File: config.mk
export PLATFORM = sky130hd
export DESIGN_NAME = mac_dump_scaler
export DESIGN_NICKNAME = d
export VERILOG_FILES = /design/src/rtl/mac_dump_scaler_pkg.sv /design/src/rtl/mac_dump_sat.sv /design/src/rtl/mac_dump_scaler.sv
export SDC_FILE = /design/constraint.sdc
export NUM_CORES = 1
export LEC_CHECK = 0
export CAP_MARGIN = 20
export CORE_ASPECT_RATIO = 0.9
export CORE_MARGIN = 2
export CORE_UTILIZATION = 40
export DETAILED_ROUTE_END_ITERATION = 8
export GPL_ROUTABILITY_DRIVEN = 0
export PLACE_DENSITY = 0.91
export SYNTH_ARGS = -nofsm -noshare
export SYNTH_HDL_FRONTEND = slang
export SYNTH_SLANG_ARGS = --single-unit
File: constraint.sdc
create_clock -name clk -period 3.5 [get_ports clk]
set_input_delay 0.7 -clock clk [delete_from_list [all_inputs] [get_ports clk]]
set_output_delay 0.7 -clock clk [all_outputs]
set_load 0.01 [all_outputs]
File: src/rtl/mac_dump_scaler_pkg.sv
//------------------------------------------------------------------------------
// macDumpPkg : widths and pipeline constants shared by the MAC dump stages
// Revision   : 1.0
//------------------------------------------------------------------------------
`default_nettype none

package macDumpPkg;
   localparam int MAC_PIPE_LAT = 3;
   localparam int P_WIDTH      = 48;
   localparam int OP_WIDTH     = 18;

   typedef logic signed [OP_WIDTH-1:0] op_t;
   typedef logic signed [P_WIDTH-1:0]  p_t;
endpackage

`default_nettype wire

File: src/rtl/mac_dump_sat.sv
//------------------------------------------------------------------------------
// mac_dump_sat : combinational round / arithmetic shift / saturate of a 48-bit
//                accumulator. MAC_DUMP_ROUND_EN selects round-half-up,
//                otherwise the shift truncates toward negative infinity.
// Revision     : 1.0
//------------------------------------------------------------------------------
`default_nettype none

module mac_dump_sat
   import macDumpPkg::*;
#(
   parameter int SHIFT     = 17,
   parameter int OUT_WIDTH = 18
) (
   input  p_t                          pIn,
   output logic signed [OUT_WIDTH-1:0] qOut,
   output logic                        satOut
);

   localparam p_t C_MAX = {{(P_WIDTH-OUT_WIDTH+1){1'b0}}, {(OUT_WIDTH-1){1'b1}}};
   localparam p_t C_MIN = {{(P_WIDTH-OUT_WIDTH+1){1'b1}}, {(OUT_WIDTH-1){1'b0}}};
`ifdef MAC_DUMP_ROUND_EN
   localparam p_t C_HALF = {{(P_WIDTH-1){1'b0}}, 1'b1} << (SHIFT-1);
`else
   localparam p_t C_HALF = '0;
`endif

   p_t rnd, shf;

   always_comb begin
      rnd    = pIn + C_HALF;
      shf    = rnd >>> SHIFT;
      satOut = 1'b0;
      qOut   = shf[OUT_WIDTH-1:0];
      if (shf > C_MAX) begin
         qOut   = C_MAX[OUT_WIDTH-1:0];
         satOut = 1'b1;
      end else if (shf < C_MIN) begin
         qOut   = C_MIN[OUT_WIDTH-1:0];
         satOut = 1'b1;
      end
   end

endmodule

`default_nettype wire

File: src/rtl/mac_dump_scaler.sv
//------------------------------------------------------------------------------
// mac_dump_scaler : operand gating, MAC acc/accClr sequencing and scaled dump
//                   of every SUM_LEN products. Rounding via MAC_DUMP_ROUND_EN.
// Revision        : 1.0
//------------------------------------------------------------------------------
`default_nettype none

module mac_dump_scaler
   import macDumpPkg::*;
#(
   parameter int SUM_LEN   = 16,
   parameter int SHIFT     = 17,
   parameter int OUT_WIDTH = 18
) (
   input  logic                        clk,
   input  logic                        reset,
   input  logic                        flush,
   input  logic signed [OP_WIDTH-1:0]  aIn,
   input  logic signed [OP_WIDTH-1:0]  bIn,
   input  logic                        inValid,
   output logic signed [OP_WIDTH-1:0]  macA,
   output logic signed [OP_WIDTH-1:0]  macB,
   output logic                        macAcc,
   output logic                        macAccClr,
   input  logic signed [P_WIDTH-1:0]   macP,
   output logic signed [OUT_WIDTH-1:0] dout,
   output logic                        doutValid,
   output logic                        satFlag
);

   localparam int             CNT_W    = (SUM_LEN > 1) ? $clog2(SUM_LEN) : 1;
   localparam logic [CNT_W-1:0] CNT_LAST = CNT_W'(SUM_LEN-1);

   logic [CNT_W-1:0]            cnt_q, cnt_d;
   logic [MAC_PIPE_LAT-1:0]     first_q, first_d;
   logic [MAC_PIPE_LAT:0]       last_q, last_d;
   op_t                         macA_q, macA_d, macB_q, macB_d;
   logic                        clr_q, clr_d;
   logic signed [OUT_WIDTH-1:0] dout_q, dout_d;
   logic                        dv_q, dv_d;
   logic                        sat_q, sat_d;
   logic                        accept;
   logic signed [OUT_WIDTH-1:0] scaled;
   logic                        scaledSat;

   mac_dump_sat #(
      .SHIFT     (SHIFT),
      .OUT_WIDTH (OUT_WIDTH)
   ) u_sat (
      .pIn    (macP),
      .qOut   (scaled),
      .satOut (scaledSat)
   );

   assign accept = inValid & ~flush;

   always_comb begin
      cnt_d   = cnt_q;
      first_d = {first_q[MAC_PIPE_LAT-2:0], accept & (cnt_q == '0)};
      last_d  = {last_q[MAC_PIPE_LAT-1:0], accept & (cnt_q == CNT_LAST)};
      if (accept)
         cnt_d = (cnt_q == CNT_LAST) ? '0 : CNT_W'(cnt_q + 1'b1);
      if (flush) begin
         cnt_d   = '0;
         first_d = '0;
         last_d  = '0;
      end
      macA_d = accept ? aIn : '0;
      macB_d = accept ? bIn : '0;
      clr_d  = flush;
      // last_q MSB marks the cycle in which p holds the completed block sum
      dv_d   = last_q[MAC_PIPE_LAT] & ~flush;
      dout_d = dv_d ? scaled : dout_q;
      sat_d  = flush ? 1'b0 : (sat_q | (dv_d & scaledSat));
   end

   always_ff @(posedge clk or posedge reset) begin
      if (reset) begin
         cnt_q   <= '0;
         first_q <= '0;
         last_q  <= '0;
         macA_q  <= '0;
         macB_q  <= '0;
         clr_q   <= 1'b0;
         dout_q  <= '0;
         dv_q    <= 1'b0;
         sat_q   <= 1'b0;
      end else begin
         cnt_q   <= cnt_d;
         first_q <= first_d;
         last_q  <= last_d;
         macA_q  <= macA_d;
         macB_q  <= macB_d;
         clr_q   <= clr_d;
         dout_q  <= dout_d;
         dv_q    <= dv_d;
         sat_q   <= sat_d;
      end
   end

   assign macA      = macA_q;
   assign macB      = macB_q;
   assign macAcc    = ~first_q[MAC_PIPE_LAT-1] & ~reset;
   assign macAccClr = reset | clr_q;
   assign dout      = dout_q;
   assign doutValid = dv_q;
   assign satFlag   = sat_q;

endmodule

`default_nettype wire

==> summary.txt, run 1 <==
Setup path
  – Dominant cell type by count on the critical path: clkdlybuf4s50_1
  – Dominant delay contributor by cell family on the critical path: buffers and inverters
  – Endpoint arrival time on the critical path: 1.93 ns
  – Setup CP Type: input pin to output port
  – Slowest cell on the critical path: clkdlybuf4s50_1
  – Kind of start point of the critical path: input pin
  – Maximum net fanout on the critical path: 3
  – Setup crit end kind: output port
  – R2R setup slack: 1.80 ns
  – Cells along the critical path: clkdlybuf4s50_1 -> or2_2 -> clkdlybuf4s50_1
  – Logic depth of the worst register-to-register path: 5
  – Stage delay of the slowest cell on the critical path: 0.47 ns
  – Critical path buffer and inverter count: 2
  – Number of gates on the worst path with buffers counted: 3
  – Critical Path RT: 2.80 ns

Timing
  – Period utilisation layout: 75.0%
  – Max Clock Freq: 381 MHz
  – Transition time of the tightest slew-check pin: 0.616 ns
  – Final number of hold-violating endpoints: 0
  – Final count of pins violating max slew: 0
  – Final-layout setup total negative slack: 0 ns
  – Unrepaired setup endpoints after global routing: no
  – Setup-violating endpoint count in the final report: 0
  – Final setup skew: 0.00528 ns
  – Max-slew headroom: 58.9%
  – Time the final worst path needs with I/O delays and setup: 2.63 ns

Synth
  – Seq/Total Area, Yosys: 68.3%
  – Post-synthesis adder-cell area fraction: 1.00%
  – Number of flops mapped to enable cells by yosys: 0
  – Synth Area per Inst: 13.9 sq um
  – Synthesized Nets: 269
  – Synth warn: 0
  – Biggest area contributors in the synthesized netlist: dfrtp_1 (68%), and2_1 (9.3%), a221o_2 (7.7%)
  – Dominant combinational cell family by area after synthesis: simple AND/OR/NAND/NOR gates
  – Dominant synthesized flop cell: dfrtp_1
  – Top-count cell post-synth: dfrtp_1
  – Proportion of netlist area held by the largest area contributor: 68.3%
  – Post-synthesis mux area share: 1.31%
  – Fraction of the mapped netlist area in compound gates: 9.29%
  – Synthesized-area fraction occupied by and/or/nand/nor cells: 16.2%
  – Count of unique library cells instantiated by Yosys: 28
  – Xor-xnor portion of the synthesized cell area: 0.352%
  – Syn Inst Count: 179
  – Largest area contributor in the synthesized netlist: dfrtp_1
  – Async set-reset flop share out of synthesis: 100%
  – Netlist area before placement: 0.00249 sq mm
  – Number of storage elements in the synthesis netlist: 68
  – Most frequent cells after synthesis: dfrtp_1 (68), and2_1 (37), a221o_2 (17)

CTS
  – Clock buffers created by TritonCTS: 9
  – CTS Sinks: 68
  – Hold buffers post-CTS: 0
  – Clock Tree Root: clkbuf_8
  – Later-pin clock latency in the skew report: 0.33 ns
  – Post-CTS Setup Bufs: 0
  – Clock-pin transition on the worst setup and hold timing paths: 0.06 ns
  – Maximum root-to-sink buffer count: 2
  – Count of instances resized after the clock tree is built: 0
  – Count of H-tree levels built during CTS: 3
  – Clock tree from TritonCTS: yes

Global routing
  – Grt ovf: 0
  – Pin count of the biggest net entering global routing: 27
  – Initial antenna violation count: 0
  – Via count of the first global-routing pass: 1,958
  – Combined global-route utilization of all metal layers: 18.2%
  – Wire length of the first global-routing pass: 9500 um

Placed design
  – Number of buffers added on ports: 128
  – DP HPWL: 4500 um

Die
  – Initial core utilization: 41.0%
  – Die span in x: 87.2 um
  – Area enclosed by the die boundary: 0.00688 sq mm
  – Std-Cell Core Area: 0.00608 sq mm
  – I/O pin count: 146
  – Die span in y: 78.9 um
  – Std-Cell Rows: 27

Finish
  – Nets: 404
  – Synth-to-Final Area Change: 61.1%
  – Share of final-layout standard cells stronger than drive strength 1: 13.8%
  – Count of inserted antenna diode cells: 0

Detailed routing
  – Total via count after detailed routing: 1,842
  – Remaining antenna violation count: 0
  – Detailed-routing iteration count for the pre-antenna-repair pass: 4
  – Routed len/inst: 14.9 um
  – Post-route DRC violation count: 0
  – Detailed-route vias per instance: 4.71
  – Initial drt markers: 56
  – Routed wire length: 5810 um

Hold path
  – Type of the worst min-delay path: flop to flop
  – Hold Crit Depth: 1

Power and ir drop
  – Static power due to leakage: 1.82 nW
  – Power density cells: 383 mW/mm^2
  – Worst VDD drop: 0.305 mV
  – Total power: 0.00154 W

Outcome
  – Result of the run: finished, final reports clean

Job
  – Number of max-cap violations: 0
==> registers in the layout, summed over array words and instances, names as in the netlist <==
register,cells
macB,18
satFlag,1
cnt_q,4
first_q,3
doutValid,1
clr_q,1
dout,18
last_q,4
macA,18
==> cells in the final DEF, fill, tap and decap left out, drive strengths merged, types with 2 or more instances in the layout <==
cell,count
clkdlybuf4s50,128
dfrtp,68
and2,37
a221o,17
clkbuf,12
nor2,7
nor2b,7
buf,6
inv,5
nand2,4
nor4,3
nand3,2
mux2,2
nand4,2
a21oi,2
ha,2
clkinv,2
clkinvlp,2
==> worst register-to-register path: cells and delay by family, from the launching register on <==
family	cells	cell delay (ns)
and+or+nand+nor	2	0.47
buffers and inverters	2	0.34
DFF	1	0.36
AOI/OAI and AO/OA	1	0.43
==> path summary, 6_finish.rpt <==
| path | endpoint | startpoint |
|---|---|---|
| max | macAccClr | reset |
| min | last_q[2] | last_q[1] |
| max reg2reg | dout[14] | last_q[3] |
| min reg2reg | last_q[2] | last_q[1] |
| max in group asynchronous | satFlag | reset |
| min in group asynchronous | macA[3] | reset |
==> per-stage QoR <==
step	setup slack, ns	utilization, %	hold WS [ns]	std cells	instance area (sq um)
CTS	0.871	65.8	0.468	390	4000
global route	0.821	66.0	0.490	391	4010
detailed placement	0.858	63.0	0.449	374	3830
finish	0.875	66.0	0.464	391	4010
floorplan	1.09	-	0.439	179	2490
global placement	0.873	63.0	0.444	374	3830
==> cells by family (layout without fill, tap and decap cells) <==
logic type / Yosys count / after routing
compound gates: 22 / 22
simple gates: 68 / 68
fa+ha+maj: 2 / 2
flops: 68 / 68
buf+inv: 15 / 155
mux: 3 / 3
xor+xnor: 1 / 1
==> where the power goes <==
part           switching, W  internal, W
clock              0.000267     0.000274
sequential       0.00000711     0.000807
combinational     0.0000642     0.000119
==> cell type report <==
type / instances / area [sq um]
inverter: 5 / 18.8
tap: 72 / 90.1
timing repair buffer: 134 / 1330
fill: 465 / 2070
clock buffer: 12 / 145
clock inverter: 4 / 25.0
sequential: 68 / 1700
multi-input combinational: 96 / 703
==> per-layer routing <==
| metal | track usage, % | part of all wire (%) | wire length, um | vias to the layer above |
|---|---|---|---|---|
| met1 | 19.8 | 38 | 2200 | 868 |
| li1 | - | - | - | 882 |
| met2 | 31.5 | 52 | 3030 | 90 |
| met4 | 4.62 | 0.41 | 24 | 0 |
| met5 | 0 | 0 | 0 | - |
| met3 | 9.46 | 9.6 | 559 | 2 |
Power figures use the tool's default switching activity.
==> inputs of run 2 (changes only) <==
- CORE_UTILIZATION: 40 -> 34
- PLACE_DENSITY: 0.91 -> 0.83
- clock period: 3.5 -> 2.1 ns (I/O delays scaled with it)
==> run 2 against run 1 <==
Compared with the run above:
- clock-buffer cell count is the same
- setup slack worse by 0.71 ns
- global-route usage decreased by 3.2 points
- critical path depth grew 2
- largest power group unchanged
- largest cell class unchanged
- routed wire length increased by 1.3%
- non-clock buffer count increased by 3
==> summary.txt, run 2 (synthesis results as in run 1) <==
CTS
  – Count of H-tree levels built during CTS: 3 (unchanged)
  – Maximum root-to-sink buffer count: 2 (unchanged)
  – CTS Sinks: 68 (unchanged)
  – Hold buffers post-CTS: 0 (unchanged)
  – Clock buffers created by TritonCTS: 9 (unchanged)
  – Clock-pin transition on the worst setup and hold timing paths: 0.07 ns (about the same)
  – Clock tree from TritonCTS: yes
  – Later-pin clock latency in the skew report: 0.32 ns (about the same)
  – Clock Tree Root: clkbuf_8

Setup path
  – Setup crit end kind: flop
  – Logic depth of the worst register-to-register path: 3 (-2)
  – Slowest cell on the critical path: nor3_2
  – Cells along the critical path: clkdlybuf4s50_1 -> nor4_1 -> and4_1 -> nor3_2 -> a221o_2
  – R2r startpoint: last_q[3]
  – Critical path buffer and inverter count: 1 (-1)
  – Endpoint arrival time on the critical path: 2.19 ns (+0.26 ns)
  – Reg2Reg Capture Point: dout[6]
  – Stage delay of the slowest cell on the critical path: 0.78 ns (+0.31 ns)
  – Kind of start point of the critical path: input pin
  – Crit path from: macP[39]
  – Worst setup path endpoint: dout[6]
  – Dominant delay contributor by cell family on the critical path: simple AND/OR/NAND/NOR gates
  – Setup CP Type: input pin to flop
  – R2R setup slack: 0.49 ns (-1.31 ns)
  – Number of gates on the worst path with buffers counted: 5 (+2)
  – Maximum net fanout on the critical path: 18 (+15)
  – Critical Path RT: 2.36 ns (-0.44 ns)

Hold path
  – Type of the worst min-delay path: flop to flop

Power and ir drop
  – Switching power: 0.000574 W (+70%)
  – Proportion of power drawn by flip-flops and latches: 49.7% (-3.2 points)
  – Clock network fraction of total power: 38.8% (+3.6 points)
  – Worst VDD drop: 0.540 mV (+77%)
  – Switching Fraction: 21.0% (-0.98 points)
  – Total power: 0.00273 W (+78%)
  – Power density cells: 662 mW/mm^2 (+73%)
  – Fraction of power consumed by combinational cells: 11.5% (-0.4 points)
  – Static power due to leakage: 1.86 nW (+2.4%)
  – Internal power of the cells: 0.00216 W (+80%)

Detailed routing
  – Total via count after detailed routing: 1,911 (+3.7%)
  – Routed len/inst: 14.2 um (-4.5%)
  – Remaining antenna violation count: 0 (unchanged)
  – Detailed-route vias per instance: 4.60 (-2.3%)
  – Initial drt markers: 68 (+21%)
  – Post-route DRC violation count: 0 (unchanged)
  – Routed wire length: 5890 um (+1.3%)
  – Detailed-routing iteration count for the pre-antenna-repair pass: 4 (unchanged)

Timing
  – Final number of hold-violating endpoints: 0 (unchanged)
  – Setup-violating endpoint count in the final report: 0 (unchanged)
  – Final-layout setup total negative slack: 0 ns (unchanged)
  – Unrepaired setup endpoints after global routing: no
  – Transition time of the tightest slew-check pin: 1.04 ns (+0.420 ns)
  – Time the final worst path needs with I/O delays and setup: 1.94 ns
  – Max-slew headroom: 30.6% (-28 points)
  – Final count of pins violating max slew: 0 (unchanged)
  – Period utilisation layout: 92.2%
  – Max Clock Freq: 517 MHz
  – Final setup skew: 0.00423 ns (-0.00105 ns)
  – Setup ws final: 0.165 ns (-0.710 ns)

Finish
  – Synth-to-Final Area Change: 65.8%
  – Count of inserted antenna diode cells: 0 (unchanged)
  – Share of final-layout standard cells stronger than drive strength 1: 14.9% (+1.1 points)
  – Most common cell after layout, fill and taps aside: clkdlybuf4s50_1
  – Filler Cell Count: 587 (+26%)
  – Nets: 407 (+0.74%)
  – Most frequent cells in the layout: clkdlybuf4s50_1 (127), dfrtp_1 (68), and2_1 (37)
  – Post-layout instance count excluding filler cells: 415 (+6.1%)

Die
  – Die span in y: 85.2 um (+8.0%)
  – I/O pin count: 146 (unchanged)
  – Std-Cell Core Area: 0.00708 sq mm (+16%)
  – Die span in x: 94.2 um (+8.1%)
  – Initial core utilization: 35.2% (-5.8 points)
  – Std-Cell Rows: 29 (+7.4%)
  – Area enclosed by the die boundary: 0.00803 sq mm (+17%)

Global routing
  – Combined global-route utilization of all metal layers: 15.0% (-3.2 points)
  – Via count of the first global-routing pass: 1,966 (+0.41%)
  – Wire length of the first global-routing pass: 9210 um (-3.1%)
  – Pin count of the biggest net entering global routing: 69 (+160%)
  – Initial antenna violation count: 0 (unchanged)
  – Grt ovf: 0 (unchanged)

Placed design
  – Number of buffers added on ports: 128 (unchanged)
  – DP HPWL: 4310 um (-4.2%)
  – Worst slack, placed: -0.175 ns (-1.03 ns)
  – Placed instance count: 398 (+6.4%)

Job
  – Number of max-cap violations: 0 (unchanged)

Outcome
  – Result of the run: finished, final reports clean
[run 2: cell count changes in the layout (fill, tap and decap cells not counted), sizes merged]
cell | before | now
inv | 5 | 4
bufinv | 0 | 1
dlymetal6s2s | 0 | 1
buf | 6 | 9
clkdlybuf4s50 | 128 | 127
[run 2: layout make-up]
cell class / count / area [sq um] / area share [%]
clock inverter: 4 / 47.5 / 1.15
clock buffer: 12 / 155 / 3.76
timing repair buffer: 137 / 1380 / 33.5
sequential: 68 / 1700 / 41.2
multi-input combinational: 96 / 703 / 17.0
tap: 93 / 116 / 2.82
inverter: 5 / 22.5 / 0.545
[run 2: worst min path at each step]
stage                          start  depth (start not counted)    endpoint
after floorplan           first_q[0]                          1  first_q[1]
after global placement     last_q[0]                          1   last_q[1]
after detailed placement   last_q[1]                          1   last_q[2]
after CTS                  last_q[1]                          1   last_q[2]
after global routing       last_q[1]                          1   last_q[2]
final                      last_q[1]                          1   last_q[2]
[run 2: power by group through the flow]
stage | registers (W) | clock network [W] | logic [W]
final | 0.00136 | 0.00106 | 0.000315
after global routing | 0.00136 | 0.00117 | 0.000341
after CTS | 0.00136 | 0.00111 | 0.000317
after detailed placement | 0.00138 | 0 | 0.000316
after global placement | 0.00138 | 0 | 0.000310
after floorplan | 0.00140 | 0 | 0.0000691
[run 2: routing by layer]
layer  global-route usage [%]  vias to the layer above  part of all wire [%]
met5                        0                        -                     0
met4                     4.08                        0                  0.71
met3                     7.90                        4                    11
met2                     25.6                       91                    50
met1                     16.4                      928                    38
li1                         -                      888                     -
[run 2: repair_timing]
action,4_1_cts,5_1_grt
buffers inserted,0,0
endpoints found under the hold margin,0,0
resized for setup,0,1
endpoints found under the setup margin,0,1
[run 2: stage by stage]
stage,hold WS (ns),utilization (%),area (sq um)
3_3_place_gp,0.443,55.3,3910
3_5_place_dp,0.451,55.3,3910
5_1_grt,0.483,58.4,4130
2_1_floorplan,0.439,-,2490
4_1_cts,0.468,58.1,4110
6_report,0.465,58.4,4130
==> inputs of run 3 (changes only) <==
- ABC_AREA: unset -> 1
- CORE_UTILIZATION: 34 -> 35
==> run 3 against run 2 <==
Compared with the run above:
- flip-flop and latch count did not move
- global-route usage is 0.89 points higher
- final area increased by 4.0%
- combinational power up 43%
- synthesized area increased by 9.0%
- register-to-register slack gained 0.36 ns
- largest cell class unchanged
- largest power group unchanged
- highest routed layer unchanged
==> summary.txt, run 3 <==
Finish
  – Post-layout instance count excluding filler cells: 544 (+31%)
  – Count of inserted antenna diode cells: 0 (unchanged)
  – Most common cell after layout, fill and taps aside: clkdlybuf4s50_1
  – Nets: 534 (+31%)
  – Core occupancy in the finished layout: 56.9% (-1.4 points)
  – Most frequent cells in the layout: clkdlybuf4s50_1 (128), nand2_1 (104), dfrtp_1 (68)
  – Synth-to-Final Area Change: 58.2%
  – Share of final-layout standard cells stronger than drive strength 1: 5.80% (-9.1 points)

Setup path
  – Dominant cell type by count on the critical path: clkdlybuf4s50_1
  – Maximum net fanout on the critical path: 3 (-15)
  – Dominant delay contributor by cell family on the critical path: buffers and inverters
  – Cells along the critical path: clkdlybuf4s50_1 -> or2_2 -> clkdlybuf4s50_1
  – Setup CP Type: input pin to output port
  – R2r startpoint: last_q[3]
  – Kind of start point of the critical path: input pin
  – R2R setup slack: 0.85 ns (+0.36 ns)
  – Critical path buffer and inverter count: 2 (+1)
  – Slowest cell on the critical path: clkdlybuf4s50_1
  – Setup crit end kind: output port
  – Critical Path RT: 1.68 ns (-0.68 ns)
  – Reg2Reg Capture Point: dout[9]
  – Endpoint arrival time on the critical path: 1.62 ns (-0.57 ns)
  – Logic depth of the worst register-to-register path: 4 (+1)
  – Stage delay of the slowest cell on the critical path: 0.47 ns (-0.31 ns)

Power and ir drop
  – Clock network fraction of total power: 35.7% (-3.1 points)
  – Switching Fraction: 23.4% (+2.4 points)
  – Internal power of the cells: 0.00221 W (+2.2%)
  – Total power: 0.00288 W (+5.4%)
  – Power density cells: 671 mW/mm^2 (+1.3%)
  – Fraction of power consumed by combinational cells: 15.7% (+4.2 points)
  – Static power due to leakage: 2.20 nW (+18%)
  – Switching power: 0.000675 W (+18%)
  – Worst VDD drop: 0.533 mV (-1.3%)
  – Proportion of power drawn by flip-flops and latches: 48.6% (-1.1 points)

Detailed routing
  – Total via count after detailed routing: 2,304 (+21%)
  – Routed wire length: 6440 um (+9.4%)
  – Post-route DRC violation count: 0 (unchanged)
  – Detailed-route vias per instance: 4.24 (-8.0%)
  – Initial drt markers: 50 (-26%)
  – Routed len/inst: 11.8 um (-17%)
  – Remaining antenna violation count: 0 (unchanged)
  – Detailed-routing iteration count for the pre-antenna-repair pass: 4 (unchanged)

Synth
  – Dominant synthesized flop cell: dfrtp_1
  – Number of flops mapped to enable cells by yosys: 0 (unchanged)
  – Most frequent cells after synthesis: nand2_1 (104), dfrtp_1 (68), inv_1 (54), nor2_1 (54)
  – Number of storage elements in the synthesis netlist: 68 (unchanged)
  – Fraction of the mapped netlist area in compound gates: 1.57% (-7.7 points)
  – Synthesized-area fraction occupied by and/or/nand/nor cells: 24.1% (+7.9 points)
  – Synth Area per Inst: 8.76 sq um (-37%)
  – Xor-xnor portion of the synthesized cell area: 0.323% (-0.029 points)
  – Biggest area contributors in the synthesized netlist: dfrtp_1 (63%), nand2_1 (14%), inv_1 (7.5%)
  – Seq/Total Area, Yosys: 62.7% (-5.6 points)
  – Post-synthesis adder-cell area fraction: 0.922% (-0.083 points)
  – Synthesized Nets: 400 (+49%)
  – Proportion of netlist area held by the largest area contributor: 62.7% (-5.6 points)
  – Syn Inst Count: 310 (+73%)
  – Synth warn: 0 (unchanged)
  – Largest area contributor in the synthesized netlist: dfrtp_1
  – Count of unique library cells instantiated by Yosys: 21 (-25%)
  – Post-synthesis mux area share: 0% (-1.3 points)
  – Top-count cell post-synth: nand2_1
  – Dominant combinational cell family by area after synthesis: simple AND/OR/NAND/NOR gates
  – Async set-reset flop share out of synthesis: 100% (unchanged)
  – Netlist area before placement: 0.00272 sq mm (+9.0%)

Timing
  – Final number of hold-violating endpoints: 0 (unchanged)
  – Final setup skew: 0.00925 ns (+0.00502 ns)
  – Max-slew headroom: 65.3% (+35 points)
  – Time the final worst path needs with I/O delays and setup: 2.04 ns (+0.109 ns)
  – Final-layout setup total negative slack: 0 ns (unchanged)
  – Hold Worst Slack: 0.469 ns (+0.00395 ns)
  – Transition time of the tightest slew-check pin: 0.517 ns (-0.518 ns)
  – Unrepaired setup endpoints after global routing: no
  – Final count of pins violating max slew: 0 (unchanged)
  – Max Clock Freq: 489 MHz (-5.3%)
  – Period utilisation layout: 97.4% (+5.2 points)
  – Setup-violating endpoint count in the final report: 0 (unchanged)

CTS
  – Count of instances resized after the clock tree is built: 0 (unchanged)
  – Later-pin clock latency in the skew report: 0.33 ns (about the same)
  – CTS Sinks: 68 (unchanged)
  – Hold buffers post-CTS: 0 (unchanged)
  – Clock Tree Root: clkbuf_8
  – Post-CTS Setup Bufs: 0 (unchanged)
  – Clock buffers created by TritonCTS: 9 (unchanged)
  – Maximum root-to-sink buffer count: 2 (unchanged)
  – Clock tree from TritonCTS: yes
  – Count of H-tree levels built during CTS: 3 (unchanged)
  – Clock-pin transition on the worst setup and hold timing paths: 0.07 ns (about the same)

Die
  – I/O pin count: 146 (unchanged)
  – Die span in y: 87.6 um (+2.8%)
  – Die span in x: 96.8 um (+2.8%)
  – Std-Cell Core Area: 0.00754 sq mm (+6.6%)
  – Area enclosed by the die boundary: 0.00848 sq mm (+5.6%)
  – Initial core utilization: 36.0% (+0.78 points)
  – Std-Cell Rows: 30 (+3.4%)

Placed design
  – Number of buffers added on ports: 128 (unchanged)
  – DP HPWL: 4650 um (+8.0%)
  – Placed instance count: 529 (+33%)

Global routing
  – Pin count of the biggest net entering global routing: 63 (-8.7%)
  – Wire length of the first global-routing pass: 10,800 um (+18%)
  – Initial antenna violation count: 0 (unchanged)
  – Grt ovf: 0 (unchanged)
  – Via count of the first global-routing pass: 2,331 (+19%)
  – Combined global-route utilization of all metal layers: 15.9% (+0.89 points)

Hold path
  – Type of the worst min-delay path: input pin to asynchronous set/reset pin

Outcome
  – Result of the run: finished, final reports clean

Job
  – Number of max-cap violations: 0 (unchanged)
[run 3: worst max path at each step]
stage / startpoint / to / slack [ns] / cells after the start
2_1_floorplan: macP[44] / dout[8] / 0.81 / 7
3_3_place_gp: reset / macAccClr / 0.06 / 3
3_5_place_dp: reset / macAccClr / 0.05 / 3
4_1_cts: reset / macAccClr / 0.05 / 3
5_1_grt: reset / macAccClr / 0.02 / 3
6_report: reset / macAccClr / 0.06 / 3
[run 3: area by class of cell]
type / instances / area (sq um)
multi-input cells: 177 / 731
clock inverters: 5 / 52.6
fillers: 648 / 3250
repair buffers: 133 / 1340
flip-flops and latches: 68 / 1700
well taps: 96 / 120
clock buffers: 10 / 138
inverters: 55 / 210
[run 3: cells by family after synthesis]
group           Yosys count
compound gates            6
xor+xnor                  1
fa+ha+maj                 2
buf+inv                  65
flops                    68
simple gates            168
[run 3: through the flow]
step	worst slack (ns)	instance area [sq um]
2_1_floorplan	0.810	2720
6_report	0.0555	4300
4_1_cts	0.0475	4300
3_3_place_gp	0.0607	4110
3_5_place_dp	0.0469	4110
5_1_grt	0.0161	4300
[run 3: routing by layer]
layer / part of all wire (%) / GRT usage (%) / routed length, um / vias up
li1: - / - / - / 1158
met1: 41 / 18.0 / 2610 / 1033
met2: 48 / 27.0 / 3110 / 106
met3: 10 / 8.22 / 654 / 7
met4: 1.1 / 4.10 / 68 / 0
met5: 0 / 0 / 0 / -
[run 3: worst min-delay path: stages]
cell,delay (ns)
clkdlybuf4s50_1,0.43
buf_4,0.15
clkinvlp_4,0.15
[run 3: power groups by stage]
| stage | Clock (W) | Combinational [W] | Sequential [W] |
|---|---|---|---|
| floorplan | 0 | 0.000135 | 0.00145 |
| global placement | 0 | 0.000446 | 0.00142 |
| detailed placement | 0 | 0.000457 | 0.00143 |
| CTS | 0.00106 | 0.000459 | 0.00140 |
| global route | 0.00112 | 0.000499 | 0.00141 |
| finish | 0.00103 | 0.000452 | 0.00140 |
